===== src/rtl/iob_eth_pkg.sv =====
// Shared Ethernet MII definitions: FSM encoding, framing constants and the
// latched TX request.
package iob_eth_pkg;

    localparam logic [2:0] ST_IDLE = 3'd0;
    localparam logic [2:0] ST_PRE  = 3'd1;
    localparam logic [2:0] ST_SFD  = 3'd2;
    localparam logic [2:0] ST_DATA = 3'd3;
    localparam logic [2:0] ST_FCS  = 3'd4;
    localparam logic [2:0] ST_IFG  = 3'd5;

    localparam int          PREAMBLE_NIBBLES = 15;
    localparam int          IFG_NIBBLES      = 24;
    localparam logic [7:0]  SFD_BYTE         = 8'hD5;
    localparam logic [3:0]  PRE_NIBBLE       = 4'h5;
    localparam logic [31:0] CRC_POLY         = 32'hEDB88320;
    localparam logic [31:0] CRC_INIT         = 32'hFFFFFFFF;

    typedef struct packed {
        logic [10:0] nbytes;
        logic        crc_en;
    } tx_req_t;

endpackage


===== src/rtl/iob_eth_crc32_nibble.sv =====
// Combinational reflected CRC-32 step over one nibble (LSB first); shared
// with the RX path.
module iob_eth_crc32_nibble
    import iob_eth_pkg::*;
(
    input  logic [31:0] crc_i,
    input  logic [3:0]  nibble_i,
    output logic [31:0] crc_o
);

    logic [31:0] c;

    always_comb begin
        c = crc_i ^ {28'd0, nibble_i};
        for (int b = 0; b < 4; b++) begin
            c = c[0] ? ((c >> 1) ^ CRC_POLY) : (c >> 1);
        end
        crc_o = c;
    end

endmodule


===== src/rtl/iob_eth_tx_mii.sv =====
// MII transmit engine: preamble, SFD, payload from the TX buffer, optional
// FCS and inter-frame gap, one nibble per enabled cycle.
module iob_eth_tx_mii
    import iob_eth_pkg::*;
#(
    parameter int BUFFER_W = 11
) (
    input  logic                clk_i,
    input  logic                arst_n_i,
    input  logic                cke_i,
    input  logic                send_i,
    input  logic                crc_en_i,
    input  logic [10:0]         nbytes_i,
    output logic                ready_o,
    output logic                buf_rd_o,
    output logic [BUFFER_W-1:0] buf_addr_o,
    input  logic [7:0]          buf_data_i,
    output logic                mii_tx_en_o,
    output logic [3:0]          mii_txd_o
);

    logic [2:0]  state;
    logic [4:0]  cnt;
    logic        send_q;
    tx_req_t     req;
    logic [10:0] byte_idx;
    logic        phase;
    logic [7:0]  byte_reg;
    logic [31:0] crc, crc_nxt, fcs_word;
    logic [3:0]  crc_nib;
    logic        last_byte, more_rd;

    // Phase 0 registers the high nibble of the held byte; every other CRC
    // update consumes the low nibble of freshly returned buffer data.
    assign crc_nib   = (state == ST_DATA && !phase) ? byte_reg[7:4] : buf_data_i[3:0];
    assign last_byte = ({1'b0, byte_idx} + 12'd1) == {1'b0, req.nbytes};
    assign more_rd   = ({1'b0, byte_idx} + 12'd2) <  {1'b0, req.nbytes};
    assign fcs_word  = ~crc >> {{1'b0, cnt[2:0]} + 4'd1, 2'b00};

    iob_eth_crc32_nibble u_crc (
        .crc_i    (crc),
        .nibble_i (crc_nib),
        .crc_o    (crc_nxt)
    );

    // Reads are issued one nibble ahead of the byte boundary so the byte is
    // already in hand on the edge that registers its low nibble onto TXD.
    always_ff @(posedge clk_i or negedge arst_n_i) begin
        if (!arst_n_i) begin
            state       <= ST_IDLE;
            cnt         <= '0;
            send_q      <= 1'b0;
            req         <= '0;
            byte_idx    <= '0;
            phase       <= 1'b0;
            byte_reg    <= '0;
            crc         <= CRC_INIT;
            ready_o     <= 1'b1;
            buf_rd_o    <= 1'b0;
            buf_addr_o  <= '0;
            mii_tx_en_o <= 1'b0;
            mii_txd_o   <= '0;
        end else if (cke_i) begin
            send_q   <= send_i;
            buf_rd_o <= 1'b0;
            case (state)
                ST_IDLE: begin
                    if (send_i && !send_q && nbytes_i != 11'd0) begin
                        req         <= '{nbytes: nbytes_i, crc_en: crc_en_i};
                        ready_o     <= 1'b0;
                        state       <= ST_PRE;
                        cnt         <= '0;
                        mii_tx_en_o <= 1'b1;
                        mii_txd_o   <= PRE_NIBBLE;
                    end
                end
                ST_PRE: begin
                    if (cnt == 5'(PREAMBLE_NIBBLES - 1)) begin
                        state      <= ST_SFD;
                        cnt        <= '0;
                        buf_rd_o   <= 1'b1;
                        buf_addr_o <= '0;
                    end else begin
                        cnt <= cnt + 5'd1;
                    end
                end
                ST_SFD: begin
                    if (cnt == 5'd0) begin
                        cnt       <= 5'd1;
                        mii_txd_o <= SFD_BYTE[7:4];
                    end else begin
                        state     <= ST_DATA;
                        byte_idx  <= '0;
                        phase     <= 1'b0;
                        byte_reg  <= buf_data_i;
                        mii_txd_o <= buf_data_i[3:0];
                        crc       <= crc_nxt;
                        if (req.nbytes != 11'd1) begin
                            buf_rd_o   <= 1'b1;
                            buf_addr_o <= BUFFER_W'(11'd1);
                        end
                    end
                end
                ST_DATA: begin
                    if (!phase) begin
                        phase     <= 1'b1;
                        mii_txd_o <= byte_reg[7:4];
                        crc       <= crc_nxt;
                    end else if (last_byte) begin
                        cnt <= '0;
                        if (req.crc_en) begin
                            state     <= ST_FCS;
                            mii_txd_o <= ~crc[3:0];
                        end else begin
                            state       <= ST_IFG;
                            mii_tx_en_o <= 1'b0;
                            mii_txd_o   <= '0;
                        end
                    end else begin
                        phase     <= 1'b0;
                        byte_idx  <= byte_idx + 11'd1;
                        byte_reg  <= buf_data_i;
                        mii_txd_o <= buf_data_i[3:0];
                        crc       <= crc_nxt;
                        if (more_rd) begin
                            buf_rd_o   <= 1'b1;
                            buf_addr_o <= BUFFER_W'(byte_idx + 11'd2);
                        end
                    end
                end
                ST_FCS: begin
                    if (cnt == 5'd7) begin
                        state       <= ST_IFG;
                        cnt         <= '0;
                        mii_tx_en_o <= 1'b0;
                        mii_txd_o   <= '0;
                    end else begin
                        cnt       <= cnt + 5'd1;
                        mii_txd_o <= fcs_word[3:0];
                    end
                end
                ST_IFG: begin
                    if (cnt == 5'(IFG_NIBBLES - 1)) begin
                        state   <= ST_IDLE;
                        ready_o <= 1'b1;
                        crc     <= CRC_INIT;
                    end else begin
                        cnt <= cnt + 5'd1;
                    end
                end
                default: state <= ST_IDLE;
            endcase
        end
    end

endmodule


===== config.mk =====
export PLATFORM = sky130hd
export DESIGN_NAME = iob_eth_tx_mii
export DESIGN_NICKNAME = d
export VERILOG_FILES = /design/src/rtl/iob_eth_pkg.sv /design/src/rtl/iob_eth_crc32_nibble.sv /design/src/rtl/iob_eth_tx_mii.sv
export SDC_FILE = /design/constraint.sdc
export NUM_CORES = 1
export LEC_CHECK = 0
export CORE_UTILIZATION = 40
export CTS_BUF_LIST = sky130_fd_sc_hd__clkbuf_8
export DETAILED_ROUTE_END_ITERATION = 7
export PLACE_DENSITY_LB_ADDON = 0.3
export SLEW_MARGIN = 20
export SYNTH_ARGS = -nofsm -noshare
export SYNTH_HDL_FRONTEND = slang
export SYNTH_HIERARCHICAL = 1
export SYNTH_SLANG_ARGS = --single-unit

===== constraint.sdc =====
create_clock -name clk_i -period 4 [get_ports clk_i]
set_clock_uncertainty 0.1 [all_clocks]
set_input_delay 0.8 -clock clk_i [delete_from_list [all_inputs] [get_ports clk_i]]
set_output_delay 0.8 -clock clk_i [all_outputs]
set_load 0.02 [all_outputs]

Word-level counts from Yosys, hierarchy flattened
Index checks and enable logic that the tools add are counted.
Widths: inputs -> output; s select.
- flip-flop bits (word level): 91
- bits of input ports: 24
- word-level logic and storage cells: 147
- add/subtract/negate cells: 6
- order comparisons: 1
- equal/unequal tests: 24
- shifts and indexed selects: 1
- muxes and demuxes: 69
- bitwise operators: 7
- reductions and logical operators: 25
- operators by type and width (cell ; number):
    $mux 32 ; 8
    $mux 11 ; 9
    $pmux 32 s3 ; 1
    $not 13->14 ; 4
    $mux 5 ; 7
    $pmux 11 s3 ; 1
    $not 32->32 ; 1
    $shr 32x6->4 ; 1
    $xor 32x4->32 ; 1
    $pmux 5 s6 ; 1
    $mux 4 ; 7
    $ne 2x2->1 const B ; 13
    $mux 8 ; 3
    $pmux 11 s2 ; 1
    $mux 3 ; 7
    $pmux 3 s6 ; 1
    $mux 1 ; 17
    $pmux 4 s4 ; 1
    $pmux 8 s2 ; 1
    $reduce_and 8->1 ; 2
    $reduce_and 7->1 ; 2
    $add 11x1->12 const B ; 1
    $add 11x2->12 const B ; 1
    $eq 12x11->1 ; 1
    28 further kinds ; 41

Logic depth before layout (Yosys ltp)
- depth in word-level cells: 15
- depth in mapped cells: 14
- mapped depth without buffers: 12

By module
Netlist, hierarchy kept.
- modules (own cells, without submodules) (module ; instances ; cells an instance ; area an instance (um2)):
    iob_eth_tx_mii ; 1 ; 576 ; 5308.8
    iob_eth_crc32_nibble ; 1 ; 53 ; 908.4

Least setup slack after synthesis
OpenSTA, ideal clock, no wires.
- path kind: reg2reg
- start: register byte_idx[2]
- end: register buf_addr_o[1]
- setup time: 0.078 ns
- data arrival time: 2.960 ns
- setup slack: 0.862 ns
- stages on the path, launching flop included: 14
- path buffers: 1
- period minus slack after synthesis: 3.138 ns
- path through: dfrtp_1 -> ha_1 -> buf_2 -> nand3_1 -> nor3_1 -> xor2_1 -> ha_1 -> a21o_1 -> nand2_1 -> nand3b_1 -> a221o_1 -> nor3_1 -> nand2_1 -> o2bb2ai_1
- longest elaborated chain between the ends: 4
- elaborated cells between the ends (all ways): 7
- RTL lines (item ; line ; text):
    start: declaration ; iob_eth_tx_mii.sv:26 ; logic [10:0] byte_idx;
    start signal: assignment ; iob_eth_tx_mii.sv:121 ; byte_idx <= byte_idx + 11'd1;
    $add 11x2->12 or $add 11x1->12 (tied branches) ; iob_eth_tx_mii.sv:37, iob_eth_tx_mii.sv:36 ;
    $lt 12x11->1 or $eq 12x11->1 (tied branches) ; iob_eth_tx_mii.sv:37, iob_eth_tx_mii.sv:36 ;
    $ne 2x2->1 (no line) ; -- ;
    $reduce_and 8->1 (no line) * ; -- ;
    end signal: assignment ; iob_eth_tx_mii.sv:100 ; buf_addr_o <= BUFFER_W'(11'd1);
    end signal: assignment ; iob_eth_tx_mii.sv:127 ; buf_addr_o <= BUFFER_W'(byte_idx + 11'd2);
    end: declaration ; iob_eth_tx_mii.sv:16 ; output logic [BUFFER_W-1:0] buf_addr_o,
Every way passes the cells marked *; elsewhere a longest branch is shown, timed or not.
A chain may end at the register's enable or synchronous reset.

Worst setup path in the final report
- start: register byte_idx[2]
- end: register mii_txd_o[0]
- longest elaborated chain between the ends: 5
- RTL lines (item ; line ; text):
    $add 11x1->12 ; iob_eth_tx_mii.sv:36 ; assign last_byte = ({1'b0, byte_idx} + 12'd1) == {1'b0, req.nbytes};
    $eq 12x11->1 ; iob_eth_tx_mii.sv:36 ;
    $mux 4 ; iob_eth_tx_mii.sv:109 ; end else if (last_byte) begin
    $mux 4 ; iob_eth_tx_mii.sv:105 ; if (!phase) begin
    $pmux 4 s4 ; iob_eth_tx_mii.sv:66 ; case (state)
    end signal: assignment ; iob_eth_tx_mii.sv:107 ; mii_txd_o <= byte_reg[7:4];
    end signal: assignment ; iob_eth_tx_mii.sv:113 ; mii_txd_o <= ~crc[3:0];
    end signal: assignment ; iob_eth_tx_mii.sv:123 ; mii_txd_o <= buf_data_i[3:0];
    end: declaration ; iob_eth_tx_mii.sv:19 ; output logic [3:0] mii_txd_o
Every way passes these cells.

==> impl_summary.log <==
INFO  metric sum_of_overflow_across_all_layers_after_global_routing = 0
INFO  metric whs_path_depth = 2
INFO  metric synth_seq_area_share = 35.7%
INFO  metric timing_worst_setup_path_type = flip-flop to flip-flop
INFO  metric holdPathEnd = crc[14]$_DFFE_PN1P_
INFO  metric timing.critical_path.max_delay_family = simple AND/OR/NAND/NOR gates
INFO  metric die_width = 127 um
INFO  metric crit_chain = ha_1 > and4_4 > and4b_1 > o2111ai_1 > or4_1 > or3_1 > or3_1 > a32oi_1
INFO  metric cp_common_cell = or3_1
INFO  metric timing.hold.worst.class = flip-flop to flip-flop
INFO  metric place_worst_setup_slack = 443 ps
INFO  metric detail_route.iter0.violations = 448
INFO  metric antenna-diode-count = 0
INFO  metric timing.final.ws_setup = 364 ps
INFO  metric crit_path_end_kind = flip-flop
INFO  metric start_util = 40.9%
INFO  metric vdd_ir_drop_max = 677 uV
INFO  metric power_report.internal_total = 3.88 mW
INFO  metric design.core.area = 0.0152 mm^2
INFO  metric r2r_cells = 8
INFO  metric antenna_found_initial = 0
INFO  metric final_min_period_over_clock_period = 90.9%
INFO  metric grt.met3_usage = 3.21%
INFO  metric cts_root_buffer = clkbuf_8
INFO  metric largest_register_ff_count = 32
INFO  metric routing_usage_on_met1 = 28.2%
INFO  metric critPathLaunchType = flip-flop
INFO  metric post_synth_most_frequent_cells = nand2_1, nor2_1, dfrtp_1
INFO  metric p_sw = 2.58 mW
INFO  metric site_row_count = 45
INFO  metric tritoncts_clock_tree = built
INFO  metric cp_num_buf_inv = 0
INFO  metric vias = 4,864
INFO  metric ant_nets = 0
INFO  metric clk_transition_reported_paths = 100 ps
INFO  metric firstDrtPassIters = 5
INFO  metric final-setup-viol-count = 0
INFO  metric worstHoldStart = crc[14]$_DFFE_PN1P_
INFO  metric num-fill-cells = 1,435
INFO  metric synthDominantAreaCellType = dfrtp_1
INFO  metric nets = 693
INFO  metric die_area = 0.0160 mm^2
INFO  metric placed_cell_count = 830
INFO  metric worstReg2RegEnd = mii_txd_o[0]$_DFFE_PN0P_
INFO  metric busiest_layer_in_global_routing = met2
INFO  metric cellPowerDensity = 933 mW/mm^2
INFO  metric synth.ff_latch_count = 87
INFO  metric cts-buffers-inserted = 9
INFO  metric final.setup.tns = 0 ps
INFO  metric drc = 0
INFO  metric syn2layout_area_growth = 11.4%
INFO  metric first_global_vias = 4,920
INFO  metric synthFlopType = dfrtp_1
INFO  metric status = finished, final reports clean
INFO  metric yosys_warnings = 6
INFO  metric first_pass_grt_wire_length = 26,100 um
INFO  metric final_hold_vios = 0
INFO  metric cp_data_required_time = 4190 ps
INFO  metric fmaxAchievable = 275 MHz
INFO  metric yosysTopAreaCellShare = 21.7%
INFO  metric synthesis.area = 0.00622 mm^2
INFO  metric timing.final.crit_period = 3640 ps
INFO  metric largest_stage_delay_on_the_critical_path = 690 ps
INFO  metric globalplace.congestion = 0.926
INFO  metric post-cts-setup-buffers = 0
INFO  metric layout_cells_sized_above_1 = 16.3%
INFO  metric numClockSinks = 87
INFO  metric insertion_delay = 380 ps
INFO  metric critPathMaxFanout = 16
INFO  metric die_height = 127 um
INFO  metric final_hold_slack = 390 ps
INFO  metric cts_hold_buffers = 0
INFO  metric combinationalPowerShare = 62.5%
INFO  metric numPortBuffers = 41
INFO  metric htreeDepth = 3
INFO  metric vias_per_cell = 5.75
INFO  metric worstReg2RegStart = byte_idx[2]$_DFFE_PN0P_
INFO  metric sequentialPowerShare = 27.8%
INFO  metric syn_area_per_cell = 9.88 um^2
INFO  metric worst_pin_slew = 926 ps
INFO  metric slew-limit-headroom = 38.2%
INFO  metric number_of_nets_produced_by_synthesis = 669
INFO  metric clock_path_buffers = 2
INFO  metric wl_per_cell = 18.8 um
INFO  metric number_of_max_slew_violations_in_the_final_report = 0
INFO  metric regMostFlops = crc
INFO  metric cellLeakagePower = 2.99 nW
INFO  metric postSynth.asyncResetShare = 100%
INFO  metric clkPwrFrac = 9.7%
INFO  metric ports_placed_on_the_boundary = 42
INFO  metric post_synth_inst_count = 629
INFO  metric top_regs = crc x32, req x12
INFO  metric yosys.cell_count.top_type = nand2_1
INFO  metric finish.cell_count_without_fillers = 846
INFO  metric post_cts.resized_instances = 0
INFO  metric sw_frac_of_total = 40.0%
INFO  metric detail_route.wirelength = 15,900 um
INFO  metric cp_slowest_cell = or3_1
INFO  metric synth.distinct_cells = 79
INFO  metric grt_start_max_net_pins = 72
INFO  metric fin_util = 45.5%
INFO  metric regToRegSetupSlack = 360 ps
INFO  metric setup_repair_after_global_routing_missed_its_margin = false
INFO  metric number_of_maximum_capacitance_constraint_violations = 0
INFO  metric global_route.usage.total = 21.1%
INFO  metric worstPathArrival = 3830 ps
INFO  metric synth_top_cells_by_area = dfrtp_1, dfstp_2, xnor3_1
INFO  metric dpl.hpwl = 11,500 um
INFO  metric grt_util_met2 = 33.0%
INFO  metric synth-edff-count = 0
[power by group through the flow]
stage	Sequential (mW)	Combinational, mW	Clock (mW)
after floorplan	1.65	3.39	0
after global placement	1.79	3.93	0
after detailed placement	1.81	4.04	0
after CTS	1.79	4.06	0.647
after global routing	1.86	4.44	0.673
final	1.80	4.04	0.625
[cells by family (layout without fill, tap and decap cells)]
| kind of cell | after synthesis | in the layout | share of synthesized area [%] |
|---|---|---|---|
| DFF | 87 | 87 | 35.7 |
| muxes | 39 | 39 | 7.53 |
| adders and majority gates | 17 | 17 | 3.38 |
| xor gates and xnor gates | 61 | 61 | 15.6 |
| and+or+nand+nor | 214 | 214 | 16.9 |
| AOI/OAI and AO/OA | 141 | 141 | 15.2 |
| buffers and inverters | 70 | 99 | 5.74 |
[metrics by stage]
stage | power [mW] | cell area, um^2
floorplan | 5.04 | 6220
global placement | 5.72 | 6730
detailed placement | 5.85 | 6730
CTS | 6.50 | 6920
global route | 6.97 | 6920
finish | 6.46 | 6920
[area by class of cell]
| class | count | area [um^2] | share of cell area (%) |
|---|---|---|---|
| well taps | 188 | 235 | 3.40 |
| inverters | 25 | 93.8 | 1.36 |
| repair buffers | 58 | 536 | 7.74 |
| flip-flops and latches | 87 | 2220 | 32.0 |
| multi-input cells | 472 | 3640 | 52.6 |
| clock inverters | 6 | 57.6 | 0.831 |
| clock buffers | 10 | 138 | 1.99 |
[layer usage]
layer  share of wire, %  wire, um  up-vias
li1                   -         -     2295
met1                 44      6910     2335
met2                 46      7300      195
met3                6.1       969       39
met4                4.4       703        0
met5                  0         0        -
[layout by cell type (no fill, tap or decap), types with 7 or more instances in the layout]
master / synthesis / layout
nand2_1: 68 / 68
nor2_1: 63 / 62
dfrtp_1: 54 / 54
o21ai_0: 52 / 52
clkdlybuf4s50_1: 0 / 40
dfstp_2: 33 / 33
inv_1: 25 / 28
xnor3_1: 25 / 25
xnor2_1: 21 / 21
mux2_2: 21 / 21
nand3_1: 19 / 19
a21oi_1: 19 / 19
buf_4: 11 / 18
ha_1: 16 / 16
mux2i_1: 13 / 13
nor3_1: 12 / 12
a31oi_1: 12 / 12
clkbuf_8: 0 / 10
xor2_1: 9 / 9
a32o_1: 9 / 9
nor4_1: 8 / 8
nor2b_1: 7 / 7
nand2b_1: 7 / 7
[worst max path at each step]
stage,endpoint,depth (start not counted),from,slack [ps]
after global placement,buf_addr_o[0]$_DFFE_PN0P_,8,byte_idx[2]$_DFFE_PN0P_,500
after detailed placement,buf_addr_o[0]$_DFFE_PN0P_,8,byte_idx[2]$_DFFE_PN0P_,440
after global routing,mii_txd_o[2]$_DFFE_PN0P_,8,byte_idx[2]$_DFFE_PN0P_,200
after CTS,mii_txd_o[2]$_DFFE_PN0P_,8,byte_idx[2]$_DFFE_PN0P_,400
after floorplan,buf_addr_o[1]$_DFFE_PN0P_,13,byte_idx[2]$_DFFE_PN0P_,860
final,mii_txd_o[0]$_DFFE_PN0P_,8,byte_idx[2]$_DFFE_PN0P_,360
[worst reg2reg max path: stages, from the launching register on]
cell and delay, ps:
dfrtp_1 520, ha_1 360, and4_4 290, and4b_1 220, o2111ai_1 120, or4_1 590, or3_1 690, or3_1 460
a32oi_1 190
Power figures use the tool's default switching activity.
